**config.mk**
```make
export PLATFORM = sky130hd
export DESIGN_NAME = pipeline_control_unit
export DESIGN_NICKNAME = d
export VERILOG_FILES = /design/src/rtl/pipeline_control_unit.sv
export SDC_FILE = /design/constraint.sdc
export NUM_CORES = 1
export LEC_CHECK = 0
export CAP_MARGIN = 30
export CORE_MARGIN = 2
export CORE_UTILIZATION = 39
export CTS_CLUSTER_DIAMETER = 150
export DETAILED_ROUTE_END_ITERATION = 12
export PLACE_DENSITY_LB_ADDON = 0.05
export SYNTH_ARGS = -nofsm -noshare
export SYNTH_HDL_FRONTEND = slang
export SYNTH_SLANG_ARGS = --single-unit
```
**constraint.sdc**
```tcl
create_clock -name clk -period 1.9 [get_ports clk]
set_input_delay 0.38 -clock clk [delete_from_list [all_inputs] [get_ports clk]]
set_output_delay 0.38 -clock clk [all_outputs]
set_load 0.1 [all_outputs]
```
**src/rtl/pipeline_control_unit.sv**
```systemverilog
// rtl/pipeline_control_unit.sv - stall/flush sequencer for a 5-stage RV32I pipeline
//
// Purpose:
//   Combines load-use hazard detection, EX-stage redirects and the multi-cycle
//   data-memory handshake into per-stage register enables and flushes.
//   All control outputs are combinational from the current state and inputs.
//   Optional feature macro: PIPE_PERF_COUNTERS_EN builds the stall/flush
//   performance counters; without it both counts are tied to zero.
//
// Ports:
//   clk, reset                         clock (rising edge), async active-high reset
//   ID_Rs1_address/ID_Rs2_address      source registers of the instruction in ID
//   ID_Rs1_used/ID_Rs2_used            ID instruction actually reads rs1/rs2
//   EX_Mem_rd_en, EX_Rd_address        EX instruction is a load, and its rd
//   EX_Branch_taken                    EX redirects the PC
//   MEM_Dmem_req, MEM_Dmem_ready       data-memory access request / completion
//   PC_en .. MEM_WB_en                 stage register enables
//   IF_ID_flush, ID_EX_flush,
//   MEM_WB_flush                       load a bubble into the stage register
//   Mem_timeout                        sticky: memory wait exceeded MEM_TIMEOUT
//   Stall_count, Flush_count           perf counts of PC_en=0 / IF_ID_flush=1 cycles
module pipeline_control_unit #(
  parameter int REGFILE_ADDR_WIDTH = 5,
  parameter int INIT_CYCLES        = 5,
  parameter int MEM_TIMEOUT        = 255
) (
  input  logic                          clk,
  input  logic                          reset,
  input  logic [REGFILE_ADDR_WIDTH-1:0] ID_Rs1_address,
  input  logic [REGFILE_ADDR_WIDTH-1:0] ID_Rs2_address,
  input  logic                          ID_Rs1_used,
  input  logic                          ID_Rs2_used,
  input  logic                          EX_Mem_rd_en,
  input  logic [REGFILE_ADDR_WIDTH-1:0] EX_Rd_address,
  input  logic                          EX_Branch_taken,
  input  logic                          MEM_Dmem_req,
  input  logic                          MEM_Dmem_ready,
  output logic                          PC_en,
  output logic                          IF_ID_en,
  output logic                          ID_EX_en,
  output logic                          EX_MEM_en,
  output logic                          MEM_WB_en,
  output logic                          IF_ID_flush,
  output logic                          ID_EX_flush,
  output logic                          MEM_WB_flush,
  output logic                          Mem_timeout,
  output logic [31:0]                   Stall_count,
  output logic [31:0]                   Flush_count
);

  typedef enum logic [1:0] {ST_INIT, ST_RUN, ST_WAIT} state_t;

  localparam logic [15:0] INIT_LAST   = 16'(INIT_CYCLES - 1);
  localparam logic [7:0]  TIMEOUT_VAL = 8'(MEM_TIMEOUT);

  state_t      state_q, state_d;
  logic [15:0] init_cnt_q, init_cnt_d;
  logic [7:0]  to_cnt_q, to_cnt_d;
  logic        timeout_q, timeout_d;
  logic        lu_block_q, lu_block_d;

  logic load_use;
  logic wait_cond;
  logic hold;
  logic resolve;
  logic lu_stall;

  // Hazard decode shared by the next-state and output processes.
  // "resolve" is a cycle where the normal RUN priority applies: RUN without a
  // new memory wait, or the completing cycle of a memory wait.
  // lu_block_q suppresses a second stall if the load-use pattern is still
  // present in the cycle right after a load-use stall.
  always_comb begin
    load_use  = EX_Mem_rd_en && (EX_Rd_address != '0) &&
                ((ID_Rs1_used && (ID_Rs1_address == EX_Rd_address)) ||
                 (ID_Rs2_used && (ID_Rs2_address == EX_Rd_address)));
    wait_cond = MEM_Dmem_req && !MEM_Dmem_ready;
    hold      = ((state_q == ST_RUN) && wait_cond) ||
                ((state_q == ST_WAIT) && !MEM_Dmem_ready);
    resolve   = ((state_q == ST_RUN) && !wait_cond) ||
                ((state_q == ST_WAIT) && MEM_Dmem_ready);
    lu_stall  = resolve && !EX_Branch_taken && load_use && !lu_block_q;
  end

  // State register
  always_ff @(posedge clk or posedge reset) begin
    if (reset) begin
      state_q    <= ST_INIT;
      init_cnt_q <= '0;
      to_cnt_q   <= '0;
      timeout_q  <= 1'b0;
      lu_block_q <= 1'b0;
    end else begin
      state_q    <= state_d;
      init_cnt_q <= init_cnt_d;
      to_cnt_q   <= to_cnt_d;
      timeout_q  <= timeout_d;
      lu_block_q <= lu_block_d;
    end
  end

  // Next-state logic
  always_comb begin
    state_d    = state_q;
    init_cnt_d = init_cnt_q;
    to_cnt_d   = to_cnt_q;
    lu_block_d = lu_stall;
    case (state_q)
      ST_INIT: begin
        if (init_cnt_q == INIT_LAST) state_d = ST_RUN;
        else                         init_cnt_d = init_cnt_q + 16'd1;
      end
      ST_RUN: begin
        if (wait_cond) begin
          state_d  = ST_WAIT;
          to_cnt_d = '0;
        end
      end
      ST_WAIT: begin
        if (to_cnt_q != 8'hFF) to_cnt_d = to_cnt_q + 8'd1;
        if (MEM_Dmem_ready)    state_d  = ST_RUN;
      end
      default: state_d = ST_INIT;
    endcase
    // Flag rises on the edge where the wait count reaches the limit.
    timeout_d = timeout_q || ((state_q == ST_WAIT) && (to_cnt_d == TIMEOUT_VAL));
  end

  // Output logic
  always_comb begin
    PC_en        = 1'b1;
    IF_ID_en     = 1'b1;
    ID_EX_en     = 1'b1;
    EX_MEM_en    = 1'b1;
    MEM_WB_en    = 1'b1;
    IF_ID_flush  = 1'b0;
    ID_EX_flush  = 1'b0;
    MEM_WB_flush = 1'b0;
    if (state_q == ST_INIT) begin
      IF_ID_flush  = 1'b1;
      ID_EX_flush  = 1'b1;
      MEM_WB_flush = 1'b1;
    end else if (hold) begin
      // Freeze the pipe; MEM/WB keeps clocking in bubbles so WB retires nothing.
      PC_en        = 1'b0;
      IF_ID_en     = 1'b0;
      ID_EX_en     = 1'b0;
      EX_MEM_en    = 1'b0;
      MEM_WB_flush = 1'b1;
    end else if (resolve && EX_Branch_taken) begin
      IF_ID_flush = 1'b1;
      ID_EX_flush = 1'b1;
    end else if (lu_stall) begin
      PC_en       = 1'b0;
      IF_ID_en    = 1'b0;
      ID_EX_flush = 1'b1;
    end
  end

  assign Mem_timeout = timeout_q;

`ifdef PIPE_PERF_COUNTERS_EN
  logic [31:0] stall_cnt_q, stall_cnt_d;
  logic [31:0] flush_cnt_q, flush_cnt_d;

  always_comb begin
    stall_cnt_d = stall_cnt_q;
    flush_cnt_d = flush_cnt_q;
    if (state_q != ST_INIT) begin
      if (!PC_en)      stall_cnt_d = stall_cnt_q + 32'd1;
      if (IF_ID_flush) flush_cnt_d = flush_cnt_q + 32'd1;
    end
  end

  always_ff @(posedge clk or posedge reset) begin
    if (reset) begin
      stall_cnt_q <= '0;
      flush_cnt_q <= '0;
    end else begin
      stall_cnt_q <= stall_cnt_d;
      flush_cnt_q <= flush_cnt_d;
    end
  end

  assign Stall_count = stall_cnt_q;
  assign Flush_count = flush_cnt_q;
`else
  assign Stall_count = 32'd0;
  assign Flush_count = 32'd0;
`endif

endmodule

```
== Word-level counts from Yosys, hierarchy flattened ==
Index checks and enable logic that the tools add are counted.

* Add/sub/neg operators: 2
* Divide/modulo/power cells: 0
* Bitwise operators: 1
* $mul: 0
* Multiplexer cells: 22
* Equality and inequality tests: 10
* Reduce and logical (&&, ||, !) cells: 26
* Shift-type cells: 0
* Order comparisons: 0

{| class="wikitable"
|+ Operators by type and width
! cell !! number
|-
| 16-bit by 1-bit adder with 16-bit output, second input constant || 1
|-
| 16-bit by 3-bit == test with 1-bit output, second input constant || 1
|-
| 8-bit 2-to-1 mux || 2
|-
| 8-bit one-hot mux with 2 select lines || 1
|-
| 1-bit 2-to-1 mux || 15
|-
| 1-bit logical AND || 14
|-
| 5-bit == test || 2
|-
| 8-bit by 1-bit adder with 8-bit output, second input constant || 1
|-
| 8-bit == test, second input constant || 1
|-
| 8-bit != test, second input constant || 1
|-
| 2-bit 2-to-1 mux || 3
|-
| 2-bit != test, second input constant || 3
|-
| 2-bit one-hot mux with 3 select lines || 1
|-
| 5-bit nonzero test || 1
|-
| 1-bit logical NOT || 4
|-
| 1-bit logical OR || 4
|-
| 3-bit AND reduction || 1
|-
| 2-bit by 1-bit == test with 1-bit output, second input constant || 1
|-
| 2-bit == test, second input constant || 1
|-
| 2-bit logical NOT || 1
|-
| 2-bit AND reduction || 1
|-
| 1-bit NOT || 1
|}

* Latch bits: 0
* ROM bits: 0
* Memories kept: 0
* Input port bits: 23
* Memory bits (writable): 0
* Register bits: 28

== Logic depth before layout (Yosys ltp) ==
* Word-level depth: 12
* Mapped depth: 9
* Depth with buffers taken out: 7

== Worst setup path after synthesis ==
No wires, ideal clock.

* Path type: reg-to-output
* From: reg state_q[1]
* To: out ID_EX_flush
* Setup slack: -1.229 ns
* Arrival time: 2.749 ns
* Stages on the path, launching flop included: 9
* Buffers on the path: 1
* Cell sequence: dfrtp_1 > inv_1 > ha_1 > clkbuf_4 > inv_1 > o21ai_0 > o21ai_0 > a211o_1 > o21bai_1

* Word-level cells in the longest chain between the ends: 10

{| class="wikitable"
|+ RTL lines
! element !! line !! source
|-
| from (decl) || 56 || <nowiki>state_t state_q, state_d;</nowiki>
|-
| from (signal assigned) || 94 || <nowiki>state_q <= state_d;</nowiki>
|-
| 2-bit by 1-bit == test with 1-bit output or 2-bit == test (tied branches) || -- ||
|-
| 1-bit logical AND, on equally long branches || 80, 81 ||
|-
| 1-bit logical OR || 80 || <nowiki>resolve = ((state_q == ST_RUN) && !wait_cond) ||</nowiki>
|-
| 1-bit logical AND (3 in series) || 82 || <nowiki>lu_stall = resolve && !EX_Branch_taken && load_use && !lu_block_q;</nowiki>
|-
| 1-bit 2-to-1 mux || 153 || <nowiki>end else if (lu_stall) begin</nowiki>
|-
| 1-bit 2-to-1 mux || 150 || <nowiki>end else if (resolve && EX_Branch_taken) begin</nowiki>
|-
| 1-bit 2-to-1 mux || 143 || <nowiki>end else if (hold) begin</nowiki>
|-
| 1-bit 2-to-1 mux * || 139 || <nowiki>if (state_q == ST_INIT) begin</nowiki>
|-
| to (decl) || 44 || <nowiki>output logic ID_EX_flush,</nowiki>
|}

Every way passes the cells marked *; elsewhere a longest branch is shown, timed or not.

== Worst setup path in the final report ==
* From: in ID_Rs2_address[1]
* To: out PC_en

* Word-level cells in the longest chain between the ends: 10

{| class="wikitable"
|+ RTL lines
! element !! line !! source
|-
| from (decl) || 30 || <nowiki>input logic [REGFILE_ADDR_WIDTH-1:0] ID_Rs2_address,</nowiki>
|-
| 5-bit == test || 76 || <nowiki>(ID_Rs2_used && (ID_Rs2_address == EX_Rd_address)));</nowiki>
|-
| 1-bit logical AND || 76 ||
|-
| 1-bit logical OR || 75 || <nowiki>((ID_Rs1_used && (ID_Rs1_address == EX_Rd_address)) ||</nowiki>
|-
| 1-bit logical AND || 74 || <nowiki>load_use = EX_Mem_rd_en && (EX_Rd_address != '0) &&</nowiki>
|-
| 1-bit logical AND (2 in series) || 82 ||
|-
| 1-bit 2-to-1 mux || 153 ||
|-
| 1-bit 2-to-1 mux || 150 ||
|-
| 1-bit 2-to-1 mux || 143 ||
|-
| 1-bit 2-to-1 mux || 139 ||
|-
| to (decl) || 38 || <nowiki>output logic PC_en,</nowiki>
|}

No other way between the ends.

==> run summary <==
most used flip-flop cell after synthesis = dfrtp_1
max-slew violations = 0
area leader, netlist = dfrtp_1
synth warn = 0
Worst Reg-to-Reg Cells = 8
DRT Pass-1 Iters = 4
Worst Hold Class = input port to async pin
Internal Pwr Total = 2.01 mW
slowest library cell on the worst path = a211o_1
switching part of the total power = 0.506
initial antenna violation count = 0
Skew-Pair Late Insertion Delay = 270 ps
CP endpoint kind = primary output
I/O pin count = 96
Critical Path Stages = 7
fin util = 0.549
flops & latches, synth = 28
initial core utilization = 0.410
Critical R2R Capture = Mem_timeout
floorplan row count = 27
clk_skew = 7.75 ps
number of CTS-inserted buffers = 3
routability congestion estimate = 0.856
VDD IR max = 0.940 mV
Root Buffer = clkbuf_8
power consumption = 4.07 mW
Final Hold Fails = 0
Power Density = 1330 mW/mm^2
H-Tree Level Count = 1
metal2 WL = 2.20 mm
TritonCTS clock tree = done
NumNets Final = 352
Mapped Avg Cell Area = 8.92 um^2
Die Wd = 80.5 um
cells after synthesis = 256
Via Count = 1740
share of layout cells above drive strength 1 = 0.302
IO Port Bufs = 30
r2r setup slk = -30 ps
CP Data Required Time = 1520 ps
crit path DAT = 2010 ps
number of global-route vias before repair = 1608
Routed met1 length = 2.12 mm
Max Clock Freq = 419 MHz
global-route wire length before repair = 7.37 mm
cell class contributing the biggest share of worst-path delay = compound AO/OA/AOI/OAI gates
CP Capture Point = PC_en
synth top area cells = dfrtp_1, buf_4, xnor2_1
top-count cell post-synth = buf_4
Combinational Power Share = 0.721
vias per cell = 4.43
Seq pwr share = 0.165
r2r startpoint = state_q[0]
hpwl dp = 3.54 mm
final setup violation count = 8
CP max FO = 3
Pleak = 1.51 nW
dpl cells = 384
Non-Filler Instances = 393
largest net degree at the start of global routing = 29
clock share of power = 0.114
cell area after synthesis = 0.00228 mm^2
outcome = finished with violations
worst setup margin = -488 ps
crit-path cells = dlygate4sd2_1 -> xor2_1 -> nor4_1 -> nand3_1 -> a211o_1 -> a21o_4 -> buf_12
Yosys top cell area share = 0.307
full die area = 0.00649 mm^2
total track usage = 0.143
max cap viols = 0
WS Path Type = input port to primary output
ys async rst share = 1.00
die height = 80.5 um
total overflow reported by the global router = 0
Buf/Inv on CP = 2
RSZ-0062 raised after global routing = yes
top sig layer = met4
Iteration-0 DRC Markers = 65
post-layout minimum cycle time = 2390 ps
crit-path max cell delay = 370 ps
type of origin of the critical path = input port
fin crit share = 1.26
Yosys cell types = 46
DP Area = 0.00276 mm^2
Core ar. = 0.00557 mm^2
CTS Hold Buffers Added = 0
Crit. Startpoint = ID_Rs2_address[1]
sequential-to-total area share from yosys stat = 0.307
P_sw = 2.06 mW
ANT cells = 0
failing checks = setup timing
Final Instance Area = 0.00306 mm^2
Routed WL per cell = 11.7 um
Antenna Violating Nets Remaining = 0
wirelength, routed = 4.61 mm
DRC viols = 0
Bufs on Longest Clock Path = 2
area grow syn2layout = 33.9%
clk sinks = 28
Clock transition at path regs = 100 ps
hold_ws = 461 ps
top cells by count, synth = buf_4, dfrtp_1, nand2_1, xnor2_1
met3 WL = 261 um
Post-synth EDFFs = 0
layout make-up:
class                           count  area (um^2)
Clock inverter                      1         30.0
Clock buffer                        3         41.3
Timing Repair Buffer               72          716
Sequential cell                    28          701
Multi-Input combinational cell    207         1440
Tap cell                           72         90.1
Inverter                           10         37.5
Fill cell                         497         2510
worst register-to-register path: cells and delay by family, from the launching register on:
family	cells	cell delay, ps
adders and majority gates	1	240
and+or+nand+nor	3	480
AOI/OAI and AO/OA	2	460
DFF	1	410
buffers and inverters	2	210
cells by family (layout without fill, tap and decap cells):
group                    count (synthesis)  after routing  synth area share
AND/OR/NAND/NOR                         70             70             0.173
flip-flops                              28             28             0.307
buffers and inverters                   84             86             0.261
XOR/XNOR                                25             25            0.0958
other                                    2             65           0.00329
adder cells (fa/ha/maj)                  7              7            0.0383
multiplexers                             1              1           0.00438
AO/OA/AOI/OAI                           39             39             0.118
cells in the final DEF (no fill, tap or decap), drive strengths merged, types with 10 or more instances in the layout:
cell / instances
dfrtp: 28
conb: 65
xnor2: 14
xor2: 11
o21ai: 11
inv: 10
nand2: 20
nand3: 10
buf: 50
routing by layer:
layer  vias to the layer above  track usage
met3                         4       0.0225
met2                        65        0.237
met4                         0       0.0203
met1                       798        0.201
met5                         -            0
li1                        873            -
through the flow:
stage                     setup WS [ps]  setup TNS [ps]
final                              -488           -2220
after global routing               -517           -2730
after CTS                          -460           -2280
after detailed placement           -702           -3090
after global placement             -692           -3180
after floorplan                    -355           -1140
state kept, by name, indices dropped and copies added, names as in the netlist:
signal and cells:
Mem_timeout 1, init_cnt_q 16, lu_block_q 1, to_cnt_q 8
state_q 2
power by group through the flow:
stage,Combinational (mW),Sequential (mW),Clock (mW)
global placement,2.56,0.680,0
finish,2.94,0.672,0.463
global route,3.09,0.677,0.513
floorplan,1.84,0.689,0
CTS,2.77,0.670,0.484
detailed placement,2.56,0.679,0
worst min path at each step:
| stage | start | depth (start not counted) | endpoint |
|---|---|---|---|
| after floorplan | init_cnt_q[15] | 1 | init_cnt_q[15] |
| after global placement | init_cnt_q[15] | 1 | init_cnt_q[15] |
| after detailed placement | init_cnt_q[15] | 1 | init_cnt_q[15] |
| after CTS | reset | 3 | init_cnt_q[8] |
| after global routing | init_cnt_q[15] | 1 | init_cnt_q[15] |
| final | reset | 3 | to_cnt_q[2] |
repair_timing:
item	CTS	global route
resized for setup	39	24
pin swaps	14	16
endpoints found under the setup margin	8	12
buffers inserted	3	3
Power figures use the tool's default switching activity.
